### src/rtl/serial_pkg.sv
// Shared encodings for the single-wire serial link: FSM state codes and line levels.
package serial_pkg;

  localparam int unsigned STATE_W = 3;

  typedef enum logic [STATE_W-1:0] {
    ST_IDLE   = 3'd0,
    ST_START  = 3'd1,
    ST_DATA   = 3'd2,
    ST_PARITY = 3'd3,
    ST_STOP   = 3'd4
  } state_t;

  localparam logic IDLE_LVL  = 1'b1;
  localparam logic START_LVL = 1'b0;
  localparam logic STOP_LVL  = 1'b1;

endpackage

### src/rtl/bit_timer.sv
// Free-running bit-period counter 0..DIV-1; tick_c marks the last cycle of each bit period.
module bit_timer #(
  parameter int unsigned DIV = 4
) (
  input  logic ck,
  input  logic rst_n,
  input  logic clr,
  output logic tick_c
);

  localparam int unsigned CNT_W = (DIV > 1) ? $clog2(DIV) : 1;
  localparam logic [CNT_W-1:0] CNT_LAST = CNT_W'(DIV - 1);

  logic [CNT_W-1:0] cnt;

  always_ff @(posedge ck or negedge rst_n) begin
    if (!rst_n) begin
      cnt <= '0;
    end else if (clr || (cnt == CNT_LAST)) begin
      cnt <= '0;
    end else begin
      cnt <= cnt + CNT_W'(1);
    end
  end

  assign tick_c = (cnt == CNT_LAST);

endmodule

### src/rtl/serial_tx.sv
// Framed parallel-to-serial transmitter: start bit, WIDTH data bits LSB first, stop bit.
// Define SERIAL_TX_PARITY_EN to insert an even-parity bit between data and stop.
module serial_tx
  import serial_pkg::*;
#(
  parameter int unsigned WIDTH = 8,
  parameter int unsigned DIV   = 4
) (
  input  logic             ck,
  input  logic             rst_n,
  input  logic             valid,
  input  logic [WIDTH-1:0] din,
  output logic             ready,
  output logic             so,
  output logic             busy
);

  localparam int unsigned IDX_W = (WIDTH > 1) ? $clog2(WIDTH) : 1;
  localparam logic [IDX_W-1:0] IDX_LAST = IDX_W'(WIDTH - 1);

  state_t           state, state_d;
  logic [WIDTH-1:0] shreg, shreg_d;
  logic [IDX_W-1:0] idx, idx_d;
  logic             so_d, ready_d, busy_d;
  logic             tick_c;
  logic             timer_clr_c;
`ifdef SERIAL_TX_PARITY_EN
  logic             par, par_d;
`endif

  // Timer held at zero while idle so the start bit gets a full DIV cycles.
  assign timer_clr_c = (state == ST_IDLE);

  bit_timer #(.DIV(DIV)) u_bit_timer (
    .ck     (ck),
    .rst_n  (rst_n),
    .clr    (timer_clr_c),
    .tick_c (tick_c)
  );

  always_ff @(posedge ck or negedge rst_n) begin
    if (!rst_n) begin
      state <= ST_IDLE;
      shreg <= '0;
      idx   <= '0;
      so    <= IDLE_LVL;
      ready <= 1'b1;
      busy  <= 1'b0;
`ifdef SERIAL_TX_PARITY_EN
      par   <= 1'b0;
`endif
    end else begin
      state <= state_d;
      shreg <= shreg_d;
      idx   <= idx_d;
      so    <= so_d;
      ready <= ready_d;
      busy  <= busy_d;
`ifdef SERIAL_TX_PARITY_EN
      par   <= par_d;
`endif
    end
  end

  // Next state plus next values of the registered line and handshake outputs.
  always_comb begin
    state_d = state;
    shreg_d = shreg;
    idx_d   = idx;
    so_d    = so;
    ready_d = ready;
    busy_d  = busy;
`ifdef SERIAL_TX_PARITY_EN
    par_d   = par;
`endif
    unique case (state)
      ST_IDLE: begin
        if (valid) begin
          state_d = ST_START;
          shreg_d = din;
          idx_d   = '0;
          so_d    = START_LVL;
          ready_d = 1'b0;
          busy_d  = 1'b1;
`ifdef SERIAL_TX_PARITY_EN
          par_d   = ^din;
`endif
        end
      end
      ST_START: begin
        if (tick_c) begin
          state_d = ST_DATA;
          so_d    = shreg[0];
        end
      end
      ST_DATA: begin
        if (tick_c) begin
          shreg_d = shreg >> 1;
          if (idx == IDX_LAST) begin
`ifdef SERIAL_TX_PARITY_EN
            state_d = ST_PARITY;
            so_d    = par;
`else
            state_d = ST_STOP;
            so_d    = STOP_LVL;
`endif
          end else begin
            idx_d = idx + IDX_W'(1);
            so_d  = shreg_d[0];
          end
        end
      end
`ifdef SERIAL_TX_PARITY_EN
      ST_PARITY: begin
        if (tick_c) begin
          state_d = ST_STOP;
          so_d    = STOP_LVL;
        end
      end
`endif
      ST_STOP: begin
        if (tick_c) begin
          state_d = ST_IDLE;
          so_d    = IDLE_LVL;
          ready_d = 1'b1;
          busy_d  = 1'b0;
        end
      end
      default: begin
        state_d = ST_IDLE;
        so_d    = IDLE_LVL;
        ready_d = 1'b1;
        busy_d  = 1'b0;
      end
    endcase
  end

endmodule

### config.mk
export PLATFORM = sky130hd
export DESIGN_NAME = serial_tx
export DESIGN_NICKNAME = d
export VERILOG_FILES = /design/src/rtl/serial_pkg.sv /design/src/rtl/bit_timer.sv /design/src/rtl/serial_tx.sv
export SDC_FILE = /design/constraint.sdc
export NUM_CORES = 1
export LEC_CHECK = 0
export ABC_AREA = 1
export BUFFER_PORTS_ARGS = -buffer_cell sky130_fd_sc_hd__buf_2
export CAP_MARGIN = 20
export CORE_MARGIN = 8
export CORE_UTILIZATION = 50
export DETAILED_ROUTE_END_ITERATION = 8
export PLACE_DENSITY = 0.71
export SYNTH_ARGS = -nofsm -noshare
export SYNTH_HDL_FRONTEND = slang
export SYNTH_SLANG_ARGS = --single-unit
### constraint.sdc
create_clock -name ck -period 2.4 [get_ports ck]
set_input_delay 0.24 -clock ck [delete_from_list [all_inputs] [get_ports ck]]
set_output_delay 0.24 -clock ck [all_outputs]
set_load 0.01 [all_outputs]
# Yosys cells after proc, flatten, opt, wreduce, memory -nomap -nowiden
# Index checks and enable logic that the tools add are counted.
[totals]
out_inout_bits = 3
elab_cells = 54
ff_bits = 19
in_bits = 11
[classes]
reduce_logical = 9
bitwise_logic = 1
muxes = 24
n_addsub = 2
eq_ne = 11
[op_table]
columns = ["cell", "count"]
rows = [
  ["3-bit 2-to-1 mux", 8],
  ["8-bit 2-to-1 mux", 2],
  ["8-bit one-hot mux with 2 select lines", 1],
  ["2-bit inequality test (second input constant)", 6],
  ["3-bit one-hot mux with 4 select lines", 1],
  ["4-bit AND reduction", 2],
  ["1-bit 2-to-1 mux", 7],
  ["3-bit equality test (second input constant)", 2],
  ["1-bit one-hot mux with 3 select lines", 2],
  ["3-bit one-hot mux with 2 select lines", 1],
  ["3-bit AND reduction", 2],
  ["5-bit AND reduction", 1],
  ["1-bit one-hot mux with 4 select lines", 1],
  ["3-bit by 1-bit adder with 3-bit output (second input constant)", 1],
  ["3-bit by 1-bit equality test with 1-bit output (second input constant)", 1],
  ["3-bit by 2-bit equality test with 1-bit output (second input constant)", 1],
  ["3-bit logical NOT", 1],
  ["2-bit by 1-bit adder with 2-bit output (second input constant)", 1],
  ["2-bit equality test (second input constant)", 1],
  ["2-bit 2-to-1 mux", 1],
  ["2-bit nonzero test", 1],
  ["2-bit OR reduction", 1],
  ["1-bit logical OR", 1],
  ["1-bit NOT", 1],
]

# Depth between registers and ports, before layout
[depth]
ltp_word = 4
mapped_depth = 8
ltp_nobuf = 8

# Hierarchy
# From an unflattened synthesis, not the netlist that was laid out.
[hier_totals]
hier_cells = 126
hier_area_um2 = 1051.0
[by_module_without_submodules]
columns = ["module", "cells_per_inst", "area_per_inst_um2", "seq_area_each_um2", "instances"]
rows = [
  ["serial_tx", 117, 965.9, 427.9, 1],
  ["bit_timer", 9, 85.1, 50.0, 1],
]

# Worst setup path before layout
# Ideal clock, no wire load.
[synth_timing]
path_type = "flip-flop to flip-flop"
start = "register idx[0]"
end = "register idx[0]"
synth_period_minus_slack_ns = 1.261
path_buffers = 0
setup_time_ns = 0.117
required_ns = 2.283
slack_ns = 1.139
arrival_time_ns = 1.144
stages_incl_launch_ff = 9
path_cell_list = "dfrtp_1 > ha_1 > ha_1 > inv_1 > nand2_1 > nand2_2 > nand2_1 > nand2_1 > nand2_1"
[synth_via]
elab_chain_cells = 4
elab_cells_between_ends = 7
classes_between = "1 x add/sub; 2 x eq/ne; 3 x mux; 1 x reduce/logical"
[synth_rtl]
columns = ["element", "line", "rtl"]
rows = [
  ["from (decl)", "serial_tx.sv:23", "logic [IDX_W-1:0] idx, idx_d;"],
  ["from (signal assigned)", "serial_tx.sv:55", "idx <= idx_d;"],
  ["3-bit by 1-bit adder with 3-bit output", "serial_tx.sv:108", "idx_d = idx + IDX_W'(1);"],
  ["3-bit 2-to-1 mux", "serial_tx.sv:99", "if (idx == IDX_LAST) begin"],
  ["3-bit 2-to-1 mux", "serial_tx.sv:97", "if (tick_c) begin"],
  ["3-bit one-hot mux with 2 select lines", "serial_tx.sv:76", "unique case (state)"],
]
# Parallel ways exist; a longest one is shown, timed or not. The select of a mux whose other input is x is not followed.
# A chain may end at the register's enable or synchronous reset.

# Final worst setup path
[layout_timing]
start = "register state[2]"
end = "register busy"
[layout_via]
elab_chain_cells = 4
elab_cells_between_ends = 10
classes_between = "5 x eq/ne; 1 x mux; 1 x bitwise; 3 x reduce/logical"
[layout_rtl]
columns = ["element", "line", "rtl"]
rows = [
  ["from (decl)", "serial_tx.sv:21", "state_t state, state_d;"],
  ["from (signal assigned)", "serial_tx.sv:53", "state <= state_d;"],
  ["3-bit by 2-bit equality test with 1-bit output or 3-bit by 1-bit equality test with 1-bit output (tied branches)", "serial_tx.sv:76", ""],
  ["2-bit OR reduction (no source line)", "-", ""],
  ["1-bit NOT (no source line)", "-", ""],
  ["3-bit AND reduction (no source line)", "-", ""],
  ["to (signal assigned)", "serial_tx.sv:58", "busy <= busy_d;"],
  ["to (decl)", "serial_tx.sv:15", "output logic busy"],
]
# Parallel ways exist; a longest one is shown, timed or not.

==> flow_summary_export.csv <==
group,metric,value,unit
status,outcome,"finished, final reports clean",
clock_tree,ctsRootBufferMaster,"clkbuf_4",
drt,vias_per_cell,4.903,
clock_tree,tritoncts,"done",
sta,timing.clock.skew,0.004466,ns
critical_path,length_in_cells_of_the_worst_reg_to_reg_path,5,
clock_tree,clkSinkCount,19,
power,power.switching_fraction,40.84,%
sta,report.final.slew_viol_count,0,
global_routing,grt_pass1_vias,794,
power,power.leakage,0.6140,nW
synthesis,yosys.cell_types.count,20,
global_routing,grt_first_pass_wirelength,3229,um
die,coreArea,1922,sq um
layout,fill_cells,188,
critical_path,critPathRequiredTime,2.59,ns
layout,final_design_utilization,57.55,%
synthesis,synthCells,122,
clock_tree,post_cts_hold_buffer_count,1,
clock_tree,skew_pair_late_insertion_delay,0.29,ns
power,ratio_of_total_power_to_cell_area,1062,nW/um^2
clock_tree,resized_after_cts,0,
place,port_buffers,13,
critical_path,worst_setup_path_end_kind,"flip-flop",
sta,finalCritPeriodShare,62.59,%
power,p_sw,0.0004796,W
synthesis,synth-seq-area-share,48.29,%
critical_path,crit_arrival,1.69,ns
clock_tree,max-clock-path-buffers,2,
die,core.rowCount,16,
critical_path,critical_path_class,"flip-flop to flip-flop",
critical_path,worstPathMaxFanout,14,
layout,final_nets,153,
synthesis,post_synth.cell_area_avg,8.112,sq um
global_routing,antenna_found_initial,0,
hold_path,timing.hold.worst_path_depth,3,
hold_path,hold_start,"din[7]",
layout,final_layout_size_suffix_gt1_share,18.12,%
clock_tree,clock_tree.htree_level_count,1,
drt,vias,809,
power,internal-power,0.0006949,W
drt,ant_nets,0,
critical_path,regToRegStartpoint,"state[2]",
die,floorplan.die_area,3659,sq um
die,die_h,60.49,um
sta,number_of_setup_violations_in_the_final_report,0,
drt,totalWireLength,1800,um
sta,timing_hold_violations_final,0,
layout,area_growth_syn_to_layout,11.76,%
place,place_hpwl,1394,um
synthesis,synth.top_cell.area_share,42.98,%
layout,layoutNonFillerInstCount,165,
place,placedCellCount,160,
critical_path,r2r_end,"busy",
drt,avgRoutedWirePerCell,10.91,um
place,globalplace.congestion,0.7885,
power,clkPwrFrac,13.4,%
clock_tree,cts.clk_slew.worst_paths,0.10,ns
power,power.share.combinational,43.3,%
die,pin_count,14,
sta,setup_total_negative_slack,0,ns
drt,drt_drc_violations_left,0,
global_routing,track_usage,11.33,%
synthesis,synth.top_cells.by_area,"dfrtp_1 43%, nand2_1 14%, o21ai_0 8.6%",
synthesis,ys_ff_latch,19,
layout,n_antenna_cell,0,
sta,worst_pin_slew,0.4395,ns
synthesis,synth.cell_area,989.7,sq um
critical_path,reg2reg_setup_slack,0.90,ns
power,seq_power_share,43.3,%
sta,clock.fmax,0.6657,GHz
die,fp.dieW,60.49,um
power,worst_ir_drop_vdd,485.0,uV
critical_path,start_kind,"flip-flop",
sta,layout_min_cycle_time,1.502,ns
global_routing,grt_remaining_overflow,0,
drt,detailedRoute.firstIterationViolations,8,
synthesis,yosys_warnings,0,
sta,setup_repair_after_global_routing_missed_its_margin,"false",
global_routing,grt_max_degree,20,
synthesis,synthesis.nets,136,
hold_path,hold_class,"input port to flip-flop",
die,floorplan.initialDensity,51.50,%
clock_tree,post_cts_setup_repair_buffer_count,0,
sta,timing.max_slew.rel_slack,70.62,%
flow_run,cap_violations,0,
drt,dr.pass1.iters,5,
clock_tree,cts_made_buffers,3,
hold_path,worst_hold_path.endpoint,"shreg[7]",
synthesis,netlist.top_cell.by_area,"dfrtp_1",
-- metal layers --
metal / GRT usage [%] / vias up / share of wire (%)
met4: 4.983 / 0 / 1.7
met1: 14.23 / 377 / 46
met2: 18.45 / 8 / 50
met5: 0 / - / 0
li1: - / 420 / -
met3: 2.119 / 4 / 2.3
-- cell usage in the layout (no fill, tap or decap), types with 2 or more instances in the layout --
cell type,instances
a21oi_1,3
dfstp_2,2
buf_2,13
o21ai_0,17
inv_1,16
nand4_1,2
nand2_1,37
nand2_4,3
nand3_1,7
ha_1,3
nor2_1,6
clkbuf_4,3
dfrtp_1,17
-- cell usage after synthesis --
master	number
nand2_4	3
inv_1	16
a21oi_1	3
buf_6	1
ha_1	3
nor2_1	6
nor3b_1	1
nor3_4	1
nor2_2	1
nand2_1	37
nand4_1	2
nand3b_1	1
nand3_1	7
nand2_2	1
o21ai_0	17
buf_4	1
dfrtp_1	17
inv_2	1
nor3_1	1
dfstp_2	2
-- per-stage QoR --
stage	power, W	setup WS (ns)	cell area (sq um)	hold WS, ns
2_1_floorplan	0.0009238	1.139	989.7	-0.05559
3_3_place_gp	0.001016	0.9268	1070	0.1987
3_5_place_dp	0.001032	0.8873	1070	0.2005
4_1_cts	0.001191	0.8603	1106	0.1969
5_1_grt	0.001300	0.6673	1106	0.2165
6_report	0.001175	0.8977	1106	0.1932
-- sequential cells by signal, indices dropped and copies added, names as in the netlist --
signal / flops
u_bit_timer.cnt: 2
busy: 1
shreg: 8
state: 3
so: 1
idx: 3
ready: 1
-- layout make-up --
class	count	area, sq um	share of cell area, %
Sequential cell	19	478.0	43.21
Inverter	17	63.81	5.769
Timing Repair Buffer	14	75.07	6.787
Clock buffer	4	26.28	2.376
Multi-Input combinational cell	84	429.2	38.80
Tap cell	27	33.78	3.054
-- critical path, cell delays in order (launching register included) --
cell and delay (ns):
dfrtp_1 0.51, inv_1 0.09, nand3_1 0.36, nand2_1 0.18, o21ai_0 0.20, nand2_1 0.06
-- cells by family (layout without fill, tap and decap cells) --
group | count (synthesis) | after routing | share of synthesized area [%]
AND/OR/NAND/NOR | 61 | 61 | 29.46
AO/OA/AOI/OAI | 20 | 20 | 10.11
flip-flops | 19 | 19 | 48.29
buffers and inverters | 19 | 35 | 8.344
adder cells (fa/ha/maj) | 3 | 3 | 3.793
-- worst max-delay path by stage --
| stage | endpoint | from | slack [ns] | cells after the start |
|---|---|---|---|---|
| after detailed placement | state[1] | state[2] | 0.89 | 6 |
| after CTS | state[1] | state[2] | 0.86 | 6 |
| after floorplan | idx[0] | idx[0] | 1.14 | 8 |
| final | busy | state[2] | 0.90 | 5 |
| after global placement | busy | state[2] | 0.93 | 5 |
| after global routing | busy | state[2] | 0.67 | 5 |
-- power groups by stage --
stage,logic [W],clock network [W],registers (W)
after global placement,0.000504,0,0.000512
after floorplan,0.000403,0,0.000521
final,0.000509,0.000157,0.000509
after global routing,0.000599,0.000175,0.000526
after CTS,0.000520,0.000162,0.000509
after detailed placement,0.000516,0,0.000516
(Power assumes the default switching activity.)
